<file path="config.mk">
export PLATFORM = sky130hd
export DESIGN_NAME = vc_weighted_arbiter_flat
export DESIGN_NICKNAME = d
export VERILOG_FILES = /design/src/rtl/vc_weighted_arbiter_if.sv /design/src/rtl/vc_weighted_arbiter.sv /design/src/flat_wrapper.sv
export SDC_FILE = /design/constraint.sdc
export NUM_CORES = 1
export LEC_CHECK = 0
export ABC_AREA = 1
export CORE_MARGIN = 5
export CORE_UTILIZATION = 42
export CTS_CLUSTER_SIZE = 20
export DETAILED_ROUTE_END_ITERATION = 10
export PLACE_DENSITY = 0.77
export SYNTH_ARGS = -nofsm -noshare
export SYNTH_HDL_FRONTEND = slang
export SYNTH_SLANG_ARGS = --single-unit
</file>
<file path="constraint.sdc">
create_clock -name clk -period 1.45 [get_ports clk]
set_input_delay 0.29 -clock clk [delete_from_list [all_inputs] [get_ports clk]]
set_output_delay 0.29 -clock clk [all_outputs]
set_load 0.01 [all_outputs]
</file>
<file path="src/rtl/vc_weighted_arbiter_if.sv">
// Bus between the VC FIFOs, the arbiter and the destination FIFOs.
// master = arbiter side, slave = FIFO / environment side.
interface vc_weighted_arbiter_if #(
  parameter int DATA_WIDTH = 6
);
  logic                  vc0_empty;
  logic                  vc1_empty;
  logic [DATA_WIDTH-1:0] vc0_data;
  logic [DATA_WIDTH-1:0] vc1_data;
  logic                  vc0_pop;
  logic                  vc1_pop;
  logic                  d0_almost_full;
  logic                  d1_almost_full;
  logic                  d0_push;
  logic                  d1_push;
  logic [DATA_WIDTH-1:0] data_out;

  modport master (
    input  vc0_empty, vc1_empty, vc0_data, vc1_data, d0_almost_full, d1_almost_full,
    output vc0_pop, vc1_pop, d0_push, d1_push, data_out
  );

  modport slave (
    output vc0_empty, vc1_empty, vc0_data, vc1_data, d0_almost_full, d1_almost_full,
    input  vc0_pop, vc1_pop, d0_push, d1_push, data_out
  );
endinterface

</file>
<file path="src/rtl/vc_weighted_arbiter.sv">
// Weighted VC0/VC1 arbiter feeding destination FIFOs D0/D1 (WEIGHT VC0 grants per VC1 grant).
// Optional grant counters are compiled in when ARB_STATS_EN is defined.
module vc_weighted_arbiter #(
  parameter int DATA_WIDTH = 6,
  parameter int DEST_BIT   = 4,
  parameter int WEIGHT     = 3
) (
  input  logic                  clk,
  input  logic                  reset,
  input  logic                  enable,
  vc_weighted_arbiter_if.master bus,
  output logic                  active_out,
  output logic                  idle_out
`ifdef ARB_STATS_EN
  ,
  output logic [7:0]            vc0_grant_cnt,
  output logic [7:0]            vc1_grant_cnt
`endif
);

  typedef enum logic {IDLE, RUN} state_t;

  localparam logic [3:0] WEIGHT_L = 4'(WEIGHT);

  state_t                state;
  state_t                state_next;
  logic [3:0]            wcnt;
  logic                  elig0;
  logic                  elig1;
  logic                  grant0;
  logic                  grant1;
  logic [DATA_WIDTH-1:0] grant_word;

  // Both IDLE->RUN and RUN->IDLE are decided by enable alone.
  assign state_next = enable ? RUN : IDLE;

  always_comb begin
    // NOTE: every signal written here gets a default first, so no latch can be inferred.
    elig0  = 1'b0;
    elig1  = 1'b0;
    grant0 = 1'b0;
    grant1 = 1'b0;
    if (reset && state == RUN) begin
      elig0 = !bus.vc0_empty &&
              !(bus.vc0_data[DEST_BIT] ? bus.d1_almost_full : bus.d0_almost_full);
      elig1 = !bus.vc1_empty &&
              !(bus.vc1_data[DEST_BIT] ? bus.d1_almost_full : bus.d0_almost_full);
      if (elig0 && elig1) begin
        grant0 = (wcnt < WEIGHT_L);
        grant1 = !grant0;
      end else begin
        grant0 = elig0;
        grant1 = elig1;
      end
    end
  end

  assign bus.vc0_pop = grant0;
  assign bus.vc1_pop = grant1;
  assign grant_word  = grant1 ? bus.vc1_data : bus.vc0_data;

  always_ff @(posedge clk or negedge reset) begin
    if (!reset) begin
      state        <= IDLE;
      wcnt         <= '0;
      bus.data_out <= '0;
      bus.d0_push  <= 1'b0;
      bus.d1_push  <= 1'b0;
      active_out   <= 1'b0;
      idle_out     <= 1'b0;
    end else begin
      // NOTE: non-blocking assignments so every register samples pre-edge values.
      state      <= state_next;
      active_out <= (state_next == RUN);
      idle_out   <= (state == RUN) && bus.vc0_empty && bus.vc1_empty &&
                    !(bus.d0_push || bus.d1_push);
      bus.d0_push <= (grant0 || grant1) && !grant_word[DEST_BIT];
      bus.d1_push <= (grant0 || grant1) &&  grant_word[DEST_BIT];
      if (grant0 || grant1) begin
        bus.data_out <= grant_word;
      end
      if (grant0) begin
        wcnt <= (wcnt >= WEIGHT_L) ? WEIGHT_L : wcnt + 4'd1;
      end else if (grant1) begin
        wcnt <= '0;
      end
    end
  end

`ifdef ARB_STATS_EN
  always_ff @(posedge clk or negedge reset) begin
    if (!reset) begin
      vc0_grant_cnt <= '0;
      vc1_grant_cnt <= '0;
    end else if (state == IDLE && state_next == RUN) begin
      vc0_grant_cnt <= '0;
      vc1_grant_cnt <= '0;
    end else begin
      if (grant0 && vc0_grant_cnt != 8'hFF) vc0_grant_cnt <= vc0_grant_cnt + 8'd1;
      if (grant1 && vc1_grant_cnt != 8'hFF) vc1_grant_cnt <= vc1_grant_cnt + 8'd1;
    end
  end
`endif

endmodule

</file>
<file path="src/flat_wrapper.sv">
// flat-port wrapper written by rule: the top's interface ports become plain ports
module vc_weighted_arbiter_flat 
#(
  parameter int DATA_WIDTH = 6,
  parameter int DEST_BIT   = 4,
  parameter int WEIGHT     = 3
)
  (clk, reset, enable, active_out, idle_out, bus_vc0_empty, bus_vc1_empty, bus_vc0_data, bus_vc1_data, bus_d0_almost_full, bus_d1_almost_full, bus_vc0_pop, bus_vc1_pop, bus_d0_push, bus_d1_push, bus_data_out);
  vc_weighted_arbiter_if #(.DATA_WIDTH(DATA_WIDTH)) bus_i ();
  input  logic clk;
  input  logic reset;
  input  logic enable;
  output logic active_out;
  output logic idle_out;
  input wire logic [$bits(bus_i.vc0_empty)-1:0] bus_vc0_empty;
  input wire logic [$bits(bus_i.vc1_empty)-1:0] bus_vc1_empty;
  input wire logic [$bits(bus_i.vc0_data)-1:0] bus_vc0_data;
  input wire logic [$bits(bus_i.vc1_data)-1:0] bus_vc1_data;
  input wire logic [$bits(bus_i.d0_almost_full)-1:0] bus_d0_almost_full;
  input wire logic [$bits(bus_i.d1_almost_full)-1:0] bus_d1_almost_full;
  output wire logic [$bits(bus_i.vc0_pop)-1:0] bus_vc0_pop;
  output wire logic [$bits(bus_i.vc1_pop)-1:0] bus_vc1_pop;
  output wire logic [$bits(bus_i.d0_push)-1:0] bus_d0_push;
  output wire logic [$bits(bus_i.d1_push)-1:0] bus_d1_push;
  output wire logic [$bits(bus_i.data_out)-1:0] bus_data_out;
  assign bus_i.vc0_empty = bus_vc0_empty;
  assign bus_i.vc1_empty = bus_vc1_empty;
  assign bus_i.vc0_data = bus_vc0_data;
  assign bus_i.vc1_data = bus_vc1_data;
  assign bus_i.d0_almost_full = bus_d0_almost_full;
  assign bus_i.d1_almost_full = bus_d1_almost_full;
  assign bus_vc0_pop = bus_i.vc0_pop;
  assign bus_vc1_pop = bus_i.vc1_pop;
  assign bus_d0_push = bus_i.d0_push;
  assign bus_d1_push = bus_i.d1_push;
  assign bus_data_out = bus_i.data_out;
  vc_weighted_arbiter #(.DATA_WIDTH(DATA_WIDTH), .DEST_BIT(DEST_BIT), .WEIGHT(WEIGHT)) u_core (.clk(clk), .reset(reset), .enable(enable), .bus(bus_i), .active_out(active_out), .idle_out(idle_out));
endmodule
</file>
* Yosys cells after proc, flatten, opt, wreduce, memory -nomap -nowiden
Cells that the tools add are included.
Storage, ports and cells: bits in writable memories 0, bits in latches 0, output and inout port bits 12, memories kept 0, register bits after elaboration 14, memory bits (read-only) 0
Operators by class: mux-type cells 11, shift-type cells 0, bitwise gates (word level) 0, add/sub/neg operators 1, $mul 0, order comparisons 2, equality and inequality tests 0, div/mod/pow operators 0, reductions and logical operators 19
Operators by type and width (count):
- 4-bit two-way mux | 3
- 1-bit logical AND | 9
- 1-bit zero test | 7
- 1-bit two-way mux | 7
- 6-bit two-way mux | 1
- 4-bit by 1-bit adder with 4-bit output, second input constant | 1
- 4-bit by 2-bit greater-or-equal comparator with 1-bit output, second input constant | 1
- 4-bit by 2-bit < comparator with 1-bit output, second input constant | 1
- 1-bit logical OR | 2
- 2-bit nonzero test | 1

* Longest topological paths before layout
Gate-level depths: netlist of run 1.
depth in word-level cells 9, gate-level depth with buffers 8

* Least setup slack after synthesis of run 1
No wires, ideal clock.
path type register to output, from register u_core.wcnt[0], to output bus_vc1_pop, path buffers 0, arrival time 1023 ps, required time 1160 ps, setup slack 137 ps, stages on the path, launching flop included 6, cells stage by stage dfrtp_1 > ha_1 > nor2_2 > nand2_2 > nand2_4 > inv_1
On the way: cells in the longest elaborated chain, start to end 4
Ends and longest elaborated chain:
- start: declaration | line vc_weighted_arbiter.sv:27 | logic [3:0] wcnt;
- start signal: assignment | line vc_weighted_arbiter.sv:83 | wcnt <= (wcnt >= WEIGHT_L) ? WEIGHT_L : wcnt + 4'd1;
- 4-bit by 2-bit < comparator with 1-bit output | line vc_weighted_arbiter.sv:49 | grant0 = (wcnt < WEIGHT_L);
- 1-bit zero test | line vc_weighted_arbiter.sv:50 | grant1 = !grant0;
- 1-bit two-way mux | line vc_weighted_arbiter.sv:48 | if (elig0 && elig1) begin
- 1-bit two-way mux | line vc_weighted_arbiter.sv:43 | if (reset && state == RUN) begin
- end: declaration | line flat_wrapper.sv:22 | output wire logic [$bits(bus_i.vc1_pop)-1:0] bus_vc1_pop;
Every way passes these cells.

* Worst setup path after layout of run 1
from register u_core.wcnt[1], to output bus_vc1_pop
Same word-level chain as after synthesis.

==> results of run 1 <==
[where the power goes]
part / switching (mW) / internal [mW] / total, mW / leakage [nW]
Clock: 0.118 / 0.0962 / 0.215 / 0.0138
Combinational: 0.202 / 0.213 / 0.416 / 0.559
Sequential: 0.0364 / 0.450 / 0.487 / 0.181
[synth_stat cells]
| cell | n |
|---|---|
| a21oi_2 | 1 |
| clkinv_1 | 1 |
| dfrtp_1 | 14 |
| ha_1 | 1 |
| inv_1 | 22 |
| inv_4 | 1 |
| nand2_1 | 22 |
| nand2_2 | 4 |
| nand2_4 | 4 |
| nand3_1 | 12 |
| nand3_2 | 2 |
| nand3_4 | 1 |
| nand4_1 | 1 |
| nor2_1 | 5 |
| nor2_2 | 3 |
| nor2_8 | 1 |
| nor3_1 | 1 |
| o21ai_1 | 1 |
| o21ai_2 | 1 |
| o22ai_1 | 1 |
[layout make-up]
cell class                      count  area share (%)
Clock buffer                        3            1.68
Inverter                           24            6.92
Multi-Input combinational cell     61            31.0
Sequential cell                    14            26.2
Tap cell                           25            2.34
Timing Repair Buffer               50            31.9
[cell families (layout without fill, tap and decap cells)]
| group | after synthesis | count (layout) | share of synthesized area (%) |
|---|---|---|---|
| DFF | 14 | 14 | 43.6 |
| adders and majority gates | 1 | 1 | 1.56 |
| AOI/OAI and AO/OA | 4 | 4 | 3.58 |
| buffers and inverters | 24 | 77 | 11.5 |
| and+or+nand+nor | 56 | 56 | 39.7 |
[routing by layer]
layer / vias up / track usage (%) / wire (microns) / part of all wire (%)
met5: - / 0 / 0 / 0
met4: 0 / 3.83 / 37 / 1.7
met3: 10 / 3.60 / 124 / 5.8
met2: 35 / 31.3 / 1110 / 52
met1: 363 / 18.8 / 876 / 41
li1: 405 / - / - / -
[state kept, by name, summed over array words and instances, names as in the netlist]
register and flops:
u_core.bus.d1_push 1, u_core.wcnt 4, u_core.bus.data_out 6, u_core.bus.d0_push 1, u_core.active_out 1, u_core.idle_out 1
[worst register-to-register path, delay by kind of cell, from the launching register on]
family	cells	cell delay, ns
adders and majority gates	1	0.21
DFF	1	0.40
buffers and inverters	1	0.14
and+or+nand+nor	6	0.51
[timing repair]
item                                    in CTS  in global routing
endpoints found under the setup margin      11                  8
buffers inserted                             8                  1
gates resized for setup                     32                  8
pin swaps                                    8                  2
hold endpoints to repair                     0                  0
hold buffers                                 0                  0
[path summary, 6_finish.rpt]
check / end / slack, ns / cells after the start
min reg2reg: u_core.idle_out / 0.46 / 1
max reg2reg: u_core.bus.data_out[1] / 0.10 / 8
min: u_core.wcnt[2] / 0.16 / 2
max: bus_vc1_pop / -0.14 / 6
max in group asynchronous: u_core.bus.d1_push / 1.13 / 2
min in group clk: u_core.idle_out / 0.41 / 3
==> impl_metrics.csv, run 1 <==
group,metric,value,unit
status,status,"finished, violations left",
status,failed_checks,"setup timing",
setup_path,path_delay_family,"flip-flops",
clock_tree,clkTransAtPathRegs,0.08,ns
setup_path,worst_setup_path_start_kind,"register",
synthesis,yosysSeqAreaShare,43.6,%
timing,drv_slew,0,
cells_and_area,seq_area,350,sq um
floorplanning,start_util,45.5,%
clock_tree,cts_tree,"yes",
power_and_ir_drop,finalPower,1.12,mW
grt,grt_max_degree,15,
synthesis,yosysTopAreaCellShare,43.6,%
grt,overflow,0,
routing,vias_per_cell,4.59,
cells_and_area,layout_common_cells,"nand2_1 (20), buf_4 (20), inv_1 (19)",
clock_tree,clockBufferDepth,2,
placement,gp_congestion,0.787,
timing,final-setup-viol-count,2,
synthesis,synthesis.nets,119,
synthesis,synth.avg_cell_area,8.11,sq um
setup_path,crit_slowest_cell,"dfrtp_1",
clock_tree,htreeDepth,1,
placement,portBuffers,30,
timing,slew-limit-headroom,86.8,%
cells_and_area,final_area,0.00134,sq mm
routing,remaining_drc_errors,0,
setup_path,cp_num_buf_inv,2,
routing,avgRoutedWirePerCell,12.1,microns
floorplanning,core_area,0.00176,sq mm
clock_tree,cts_root_buffer,"clkbuf_4",
floorplanning,top_level_ports,31,
grt,antenna_found_initial,0,
setup_path,r2r-start,"u_core.wcnt[1]",
timing,whs,0.156,ns
placement,placed_cells,167,
setup_path,worstSetupEndpointType,"output port",
setup_path,cp_max_fo,3,
timing,fin_ws,-0.140,ns
floorplanning,die_area,0.00289,sq mm
setup_path,worstPathArrival,1.30,ns
grt,gr-usage-all-layers,16.6,%
timing,fmax,629,MHz
cells_and_area,syn_to_final_growth,66.5,%
cells_and_area,final_nets,174,
timing,period_share,110,%
setup_path,slowest_delay,0.40,ns
cells_and_area,drive_above_1_share,36.8,%
synthesis,yosysUniqueCellTypes,20,
timing,post-route-min-period,1.59,ns
timing,worst_slew_pin_slew,0.196,ns
clock_tree,clock_latency,0.28,ns
synthesis,synth_area_leaders,"dfrtp_1 (44%), inv_1 (10%), nand2_1 (10%)",
cells_and_area,fin_cells,177,
job,cap_violations,0,
cells_and_area,diodes,0,
floorplanning,dieHeight,53.7,microns
placement,place_ws,-0.596,ns
routing,vias,813,
routing,dr.pass1.iters,4,
synthesis,synthesis.area,803,sq um
min_path,min_path_type,"in -> async",
setup_path,required,1.16,ns
setup_path,crit_chain,"ha_2 > nor2_4 > nand2_2 > nand2_4 > inv_2 > buf_6",
routing,drt_iter0_markers,5,
synthesis,netlist_instances,99,
timing,rsz0062_at_grt,"yes",
grt,grt_pass1_vias,834,
setup_path,crit_start,"u_core.wcnt[1]",
clock_tree,numCtsBuffers,3,
clock_tree,clock_sink_count,14,
routing,final_antenna_net_count,0,
timing,tns,-0.221,ns
floorplanning,die_x,53.7,microns
placement,dp_hpwl,1550,microns
routing,routed_wl,2150,microns
power_and_ir_drop,power.density,835,mW/mm^2
power_and_ir_drop,ir_drop,626,uV
cells_and_area,n_fill_cell,155,
synthesis,ys_warn_count,0,
placement,dpl_cell_area,0.00123,sq mm
grt,grt_pass1_wl,3450,microns
timing,finClkSkew,0.00427,ns
setup_path,path_class,"reg -> out",
floorplanning,rows,15,
synthesis,synth_top_area_cell,"dfrtp_1",
power_and_ir_drop,p_leak,0.754,nW
cells_and_area,multiInputGateArea,414,sq um
synthesis,ys_seq_elements,14,
cells_and_area,fin_util,75.8,%
timing,final_hold_viol_count,0,
Note: power is estimated with default switching activity, not from simulation.
==> run 2: changes to the inputs <==
Settings changed: SLEW_MARGIN set to 20.
==> results of run 2 <==
The final DEF is identical to that of run 1; final timing and power are the same.
